File: config.mk
export PLATFORM = sky130hd
export DESIGN_NAME = pe_link_fifo
export DESIGN_NICKNAME = d
export VERILOG_FILES = /design/src/rtl/pe_link_fifo.sv
export SDC_FILE = /design/constraint.sdc
export NUM_CORES = 1
export LEC_CHECK = 0
export CAP_MARGIN = 10
export CELL_PAD_IN_SITES_DETAIL_PLACEMENT = 2
export CELL_PAD_IN_SITES_GLOBAL_PLACEMENT = 2
export CORE_MARGIN = 2
export CORE_UTILIZATION = 43
export CTS_CLUSTER_SIZE = 25
export DETAILED_ROUTE_END_ITERATION = 10
export PLACE_DENSITY = 0.78
export SYNTH_ARGS = -nofsm -noshare
export SYNTH_HDL_FRONTEND = slang
export SYNTH_SLANG_ARGS = --single-unit
File: constraint.sdc
create_clock -name clk -period 10 [get_ports clk]
set_clock_uncertainty 0.05 [all_clocks]
set_input_delay 1 -clock clk [delete_from_list [all_inputs] [get_ports clk]]
set_output_delay 1 -clock clk [all_outputs]
set_load 0.005 [all_outputs]
File: src/rtl/pe_link_fifo.sv
// pe_link_fifo: elastic ready/valid register FIFO linking one PE tile's east output to the next tile's west input
module pe_link_fifo #(
  parameter int LINK_WIDTH         = 130,
  parameter int NUM_BRAM_ADDR_BITS = 3,
  parameter int AFULL_MARGIN       = 2
) (
  input  logic                        clk,
  input  logic                        reset,
  input  logic                        ap_start,
  input  logic [LINK_WIDTH-1:0]       in_from_west,
  output logic                        out_to_west,
  output logic [LINK_WIDTH-1:0]       out_to_east,
  input  logic                        in_from_east,
  output logic [NUM_BRAM_ADDR_BITS:0] count,
  output logic                        almost_full
);
  localparam int AW = NUM_BRAM_ADDR_BITS;
  localparam int CW = AW + 1;
  localparam int DEPTH = 2 ** AW;
  localparam logic [CW-1:0] FULL = CW'(DEPTH);
  localparam logic [CW-1:0] AFULL_TH = CW'(DEPTH - AFULL_MARGIN);
  // The valid bit is implied by occupancy, so only last+payload are stored.
  logic [LINK_WIDTH-2:0] mem_q [DEPTH];
  logic [AW-1:0] wr_ptr_q, rd_ptr_q;
  logic [CW-1:0] count_q, count_d;
  logic ready_q, afull_q;
  logic head_vld, push, pop;
  assign head_vld    = (count_q != '0) & ap_start;
  assign out_to_east = head_vld ? {1'b1, mem_q[rd_ptr_q]} : '0;
  assign push        = in_from_west[LINK_WIDTH-1] & ready_q;
  assign pop         = head_vld & in_from_east;
  assign out_to_west = ready_q;
  assign count       = count_q;
  assign almost_full = afull_q;
  // Next occupancy; a simultaneous push and pop cancel out.
  always_comb count_d = count_q + CW'(push) - CW'(pop);
  // Storage write; contents need no reset since occupancy gates visibility.
  always_ff @(posedge clk) begin
    if (push) mem_q[wr_ptr_q] <= in_from_west[LINK_WIDTH-2:0];
  end
  // Pointers, occupancy and registered flags derived from next-state occupancy.
  always_ff @(posedge clk or negedge reset) begin
    if (!reset) begin
      wr_ptr_q <= '0;
      rd_ptr_q <= '0;
      count_q  <= '0;
      ready_q  <= 1'b0;
      afull_q  <= 1'b0;
    end else begin
      wr_ptr_q <= wr_ptr_q + AW'(push);
      rd_ptr_q <= rd_ptr_q + AW'(pop);
      count_q  <= count_d;
      ready_q  <= count_d != FULL;
      afull_q  <= count_d >= AFULL_TH;
    end
  end
endmodule

# Yosys cells after proc, flatten, opt, wreduce, memory -nomap -nowiden
# Memory sizes are Yosys's and may differ from the RTL's.
# Cells that the tools add are included.
# totals
ff_bits,12
mem_bits_rw,1032
input_bits,134
out_inout_bits,136
n_memories,1
# memory_table
memory,words,word_bits,read_ports,rd_clocked_by_memory_dff,write_ports,line,text
mem_q,8,129,1,0,1,23,logic [LINK_WIDTH-2:0] mem_q [DEPTH];
# op_classes
add_sub_neg,4
order_cmp,1
eq_ne,1
mux,3
bitwise_logic,3
reduce_logical,1
# op_table
cell,n
130-bit 2-to-1 mux,1
3-bit by 1-bit adder with 3-bit output,2
4-bit by 1-bit adder with 4-bit output,1
4-bit by 3-bit >= comparator with 1-bit output (second input constant),1
4-bit inequality test (second input constant),1
4-bit nonzero test,1
4-bit by 1-bit subtractor with 4-bit output,1
1-bit AND,3
1-bit 2-to-1 mux,2

# Logic depth before layout (Yosys ltp)
# depth
depth_word,5
ltp_mapped,12

# Worst setup path after synthesis
# OpenSTA, ideal clock, no wires.
# synth_path
path_kind,input to register
from,in in_from_west[129]
to,mem mem_q[0][0] (netlist name) (enable)
arrival_ns,10.121
t_required_ns,9.175
slack_ns,-0.946
cell_stages,3
path_buffers,0
cell_sequence,nand2_1 or2_2 nor3_1
# synth_between
elab_chain_cells,3
# synth_rtl
item,line,text
from (decl),10,"input logic [LINK_WIDTH-1:0] in_from_west,"
1-bit AND,30,assign push = in_from_west[LINK_WIDTH-1] & ready_q;
1-bit 2-to-1 mux,39,if (push) mem_q[wr_ptr_q] <= in_from_west[LINK_WIDTH-2:0];
1-bit 2-to-1 mux (implied by the code),39,
to (decl),23,
# Every way passes these cells.

# Final worst setup path
# layout_path
from,in ap_start
to,out out_to_east[3]
# layout_between
elab_chain_cells,2
# layout_rtl
item,line,text
from (decl),9,"input logic ap_start,"
1-bit AND,28,assign head_vld = (count_q != '0) & ap_start;
130-bit 2-to-1 mux,29,"assign out_to_east = head_vld ? {1'b1, mem_q[rd_ptr_q]} : '0;"
to (decl),12,"output logic [LINK_WIDTH-1:0] out_to_east,"
# Every way passes these cells.

==> key figures <==
STA
  • Remaining max-slew budget at the tightest pin: 27.69%
  • Setup TNS: 0 ns
  • Maximum clock frequency: 0.1858 GHz
  • Tcrit/Tclk final: 53.83%
  • Transition time at the pin with the least slew margin: 1.082 ns
  • Number of endpoints with negative hold slack in the final report: 0
  • Final period demand of the worst path: 5.383 ns
  • RSZ-0062 raised after global routing: false
  • Final number of setup-violating endpoints: 0
  • Fin. max-slew vios: 0

Worst setup path
  • Category of the most critical setup path: in2out
  • Cell with the biggest individual delay on the critical path: sky130_fd_sc_hd__and3_4
  • Maximum single-stage delay on the critical path: 0.85 ns
  • Required time at the endpoint of the critical path: 8.95 ns
  • Kind of end point of the critical path: primary output
  • Family of cells with the greatest summed delay on the critical path: buffers and inverters
  • Worst Path Arrival: 4.33 ns
  • Cells along the critical path: clkdlybuf4s50_1 > and3_4 > buf_4 > a22o_1 > clkdlybuf4s50_1
  • Critical path fanouts, max: 71
  • Setup crit start kind: input port
  • Stages on worst setup path: 5
  • Combined buffer and inverter count along the critical path: 3
  • Most prevalent standard cell on the critical path: sky130_fd_sc_hd__clkdlybuf4s50_1
  • Logic depth of the worst register-to-register path: 5

Clock network
  • Setup Fix Bufs, Post-CTS: 0
  • Number of buffers on the longest clock path: 3
  • Hold buffer count at cts: 0
  • Sinks on Clock Net: 1044
  • Number of buffers inserted during clock tree synthesis: 107
  • Clock-pin slew of the registers on the worst-case setup and hold paths: 0.06 ns
  • TritonCTS clock tree: yes
  • Clock Tree Root: sky130_fd_sc_hd__clkbuf_16
  • Insertion delay of the later-clocked pin in the worst-skew pair: 0.67 ns
  • H-tree depth: 3
  • Resize count post-CTS: 0

Die
  • Die span in y: 305.6 microns
  • Initial Utilization: 43.39%
  • Row count: 110
  • Area of the die: 93400 sq um
  • Chip Width: 305.6 microns
  • Number of top-level pins: 270
  • Placeable core region: 90150 sq um

Synth
  • Seq cells post-synth: 1044
  • Number of enable-type register cells in the synthesized netlist: 1032
  • Cell count after synthesis: 1569
  • Share of the yosys chip area belonging to registers: 79.99%
  • FFs w/ async S/R, synth: 1.149%
  • Yosys synthesis warning count: 0
  • Syn Nets: 1711
  • Top FF cell, synth: sky130_fd_sc_hd__edfxtp_1
  • Number of distinct library cells after synthesis: 31
  • Mapped Avg Cell Area: 24.93 sq um
  • Cell area after synthesis: 39120 sq um

Route
  • Drt total wl: 103600 microns
  • Drt first-iter violations: 1534
  • Number of routed nets with antenna violations: 0
  • DRC Markers: 0
  • Detailed-route via count: 18050
  • Via count normalized by instance count: 5.714
  • Average wire per standard cell: 32.82 microns
  • First-pass DRT Iterations: 5

Global routing
  • Via count of the first global-routing pass: 20090
  • Overall fraction of global-route tracks in use: 22.37%
  • Global-route congestion overflow total: 0
  • Pin count of the biggest net entering global routing: 134
  • Number of antenna violations at the first check in global routing: 16
  • Global-route wire length before repair: 149900 microns

Power and ir drop
  • Maximum vdd drop: 190.3 uV
  • Static Leakage: 14.67 nW
  • Power density relative to cell area: 289.3 nW/um^2

Finish
  • Area of all sequential standard cells: 31300 sq um
  • Net total in the final layout: 2031
  • Final Core Density: 51.62%
  • Fraction of layout instances using a drive strength above 1: 22.19%
  • Multi-input gate area: 7353 sq um
  • Synth-to-Final Area Change: 18.95%
  • Total of fill cells in the finished design: 7560

Min path
  • Path category of the worst min-delay check: reg2reg
  • Hold Path Cell Cnt: 1

Run status
  • Run status: completed

Place
  • Hpwl dp: 60180 microns
  • Final weighted congestion in routability-driven placement: 0.7172
  • Count of input and output buffers: 269

Job
  • Max Cap Viol: 0
==> logic make-up after synthesis <==
logic type               Yosys count  synth area share [%]
flip-flops                      1044                 79.99
multiplexers                     260                 14.91
AO/OA/AOI/OAI                    133                 2.952
buffers and inverters             94                 1.395
AND/OR/NAND/NOR                   24                0.3487
adder cells (fa/ha/maj)            8                0.2751
XOR/XNOR                           6                0.1343
==> cell usage after synthesis, drive strengths merged (3+ instances only) <==
cell type / count / area [sq um]
ha: 7 / 87.58
mux4: 258 / 5811
dfrtp: 12 / 300.3
buf: 70 / 455.4
and2: 3 / 18.77
xor2: 4 / 35.03
inv: 6 / 22.52
nor2: 6 / 22.52
a22o: 129 / 1130
clkbuf: 18 / 67.56
edfxtp: 1032 / 30990
nand2: 3 / 11.26
==> metrics by stage <==
step / instances / total power [W] / hold slack (ns) / worst slack [ns] / cell area (sq um)
2_1_floorplan: 1569 / 0.008146 / 0.4064 / 2.524 / 39130
3_3_place_gp: 2955 / 0.009517 / 0.4376 / 4.830 / 43110
3_5_place_dp: 2956 / 0.009728 / 0.4892 / 4.614 / 43130
4_1_cts: 3154 / 0.01368 / 0.4853 / 4.562 / 46520
5_1_grt: 3157 / 0.01399 / 0.5185 / 4.491 / 46530
6_report: 3158 / 0.01346 / 0.4824 / 4.617 / 46530
==> per-layer routing <==
metal	vias up	track usage [%]	routed length [microns]
met5	-	0	161
met4	24	5.613	2243
met3	153	4.777	5177
met2	496	39.01	54340
met1	9871	28.62	41710
li1	7501	-	-
==> path summary, 6_finish.rpt <==
check                                       from  slack, ns                    end
setup / recovery                        ap_start       4.62         out_to_east[3]
hold / removal             wr_ptr_q[0]$_DFF_PN0_       0.48  wr_ptr_q[0]$_DFF_PN0_
setup reg to reg           out_to_west$_DFF_PN0_       6.10  mem_q[4][6]$_DFFE_PP_
hold reg to reg            wr_ptr_q[0]$_DFF_PN0_       0.48  wr_ptr_q[0]$_DFF_PN0_
max in group asynchronous                  reset       8.76  rd_ptr_q[0]$_DFF_PN0_
min in group asynchronous                  reset       0.67  rd_ptr_q[2]$_DFF_PN0_
==> cells in the final DEF, fill, tap and decap left out, types with 2 or more instances in the layout <==
cell type / instances
sky130_fd_sc_hd__ha_1: 7
sky130_fd_sc_hd__inv_1: 6
sky130_fd_sc_hd__a21oi_1: 2
sky130_fd_sc_hd__edfxtp_1: 1032
sky130_fd_sc_hd__clkbuf_1: 27
sky130_fd_sc_hd__and2_1: 3
sky130_fd_sc_hd__dfrtp_4: 2
sky130_fd_sc_hd__clkdlybuf4s50_1: 269
sky130_fd_sc_hd__nor2_4: 6
sky130_fd_sc_hd__xor2_1: 4
sky130_fd_sc_hd__diode_2: 4
sky130_fd_sc_hd__clkinvlp_4: 2
sky130_fd_sc_hd__clkinv_8: 3
sky130_fd_sc_hd__nand2b_1: 2
sky130_fd_sc_hd__nor3_4: 2
sky130_fd_sc_hd__xnor2_1: 2
sky130_fd_sc_hd__clkbuf_16: 110
sky130_fd_sc_hd__buf_12: 4
sky130_fd_sc_hd__clkinv_2: 12
sky130_fd_sc_hd__bufinv_16: 9
sky130_fd_sc_hd__a22o_1: 129
sky130_fd_sc_hd__nand2_1: 3
sky130_fd_sc_hd__mux4_2: 258
sky130_fd_sc_hd__clkinv_1: 33
sky130_fd_sc_hd__dfrtp_1: 10
sky130_fd_sc_hd__mux2i_1: 2
sky130_fd_sc_hd__buf_4: 25
==> flip-flops by register name (all words and copies together), names as in the netlist <==
name / count
mem_q: 1032
count: 4
rd_ptr_q: 3
wr_ptr_q: 3
almost_full: 1
out_to_west: 1
==> final cells by class <==
| class | count | share of cell area, % |
|---|---|---|
| sequential | 1044 | 67.26 |
| antenna | 4 | 0.02151 |
| clock buffer | 137 | 6.133 |
| timing repair buffer | 299 | 6.421 |
| tap | 1176 | 3.162 |
| multi-input combinational | 431 | 15.80 |
| inverter | 6 | 0.04840 |
| clock inverter | 61 | 1.151 |
==> power by group <==
group / internal (W) / switching, W / leakage (nW)
clock network: 0.00224 / 0.00166 / 1.64
logic: 0.00187 / 0.00190 / 3.52
registers: 0.00549 / 0.000302 / 9.50
total: 0.00960 / 0.00386 / 14.7
Power figures use the tool's default switching activity.
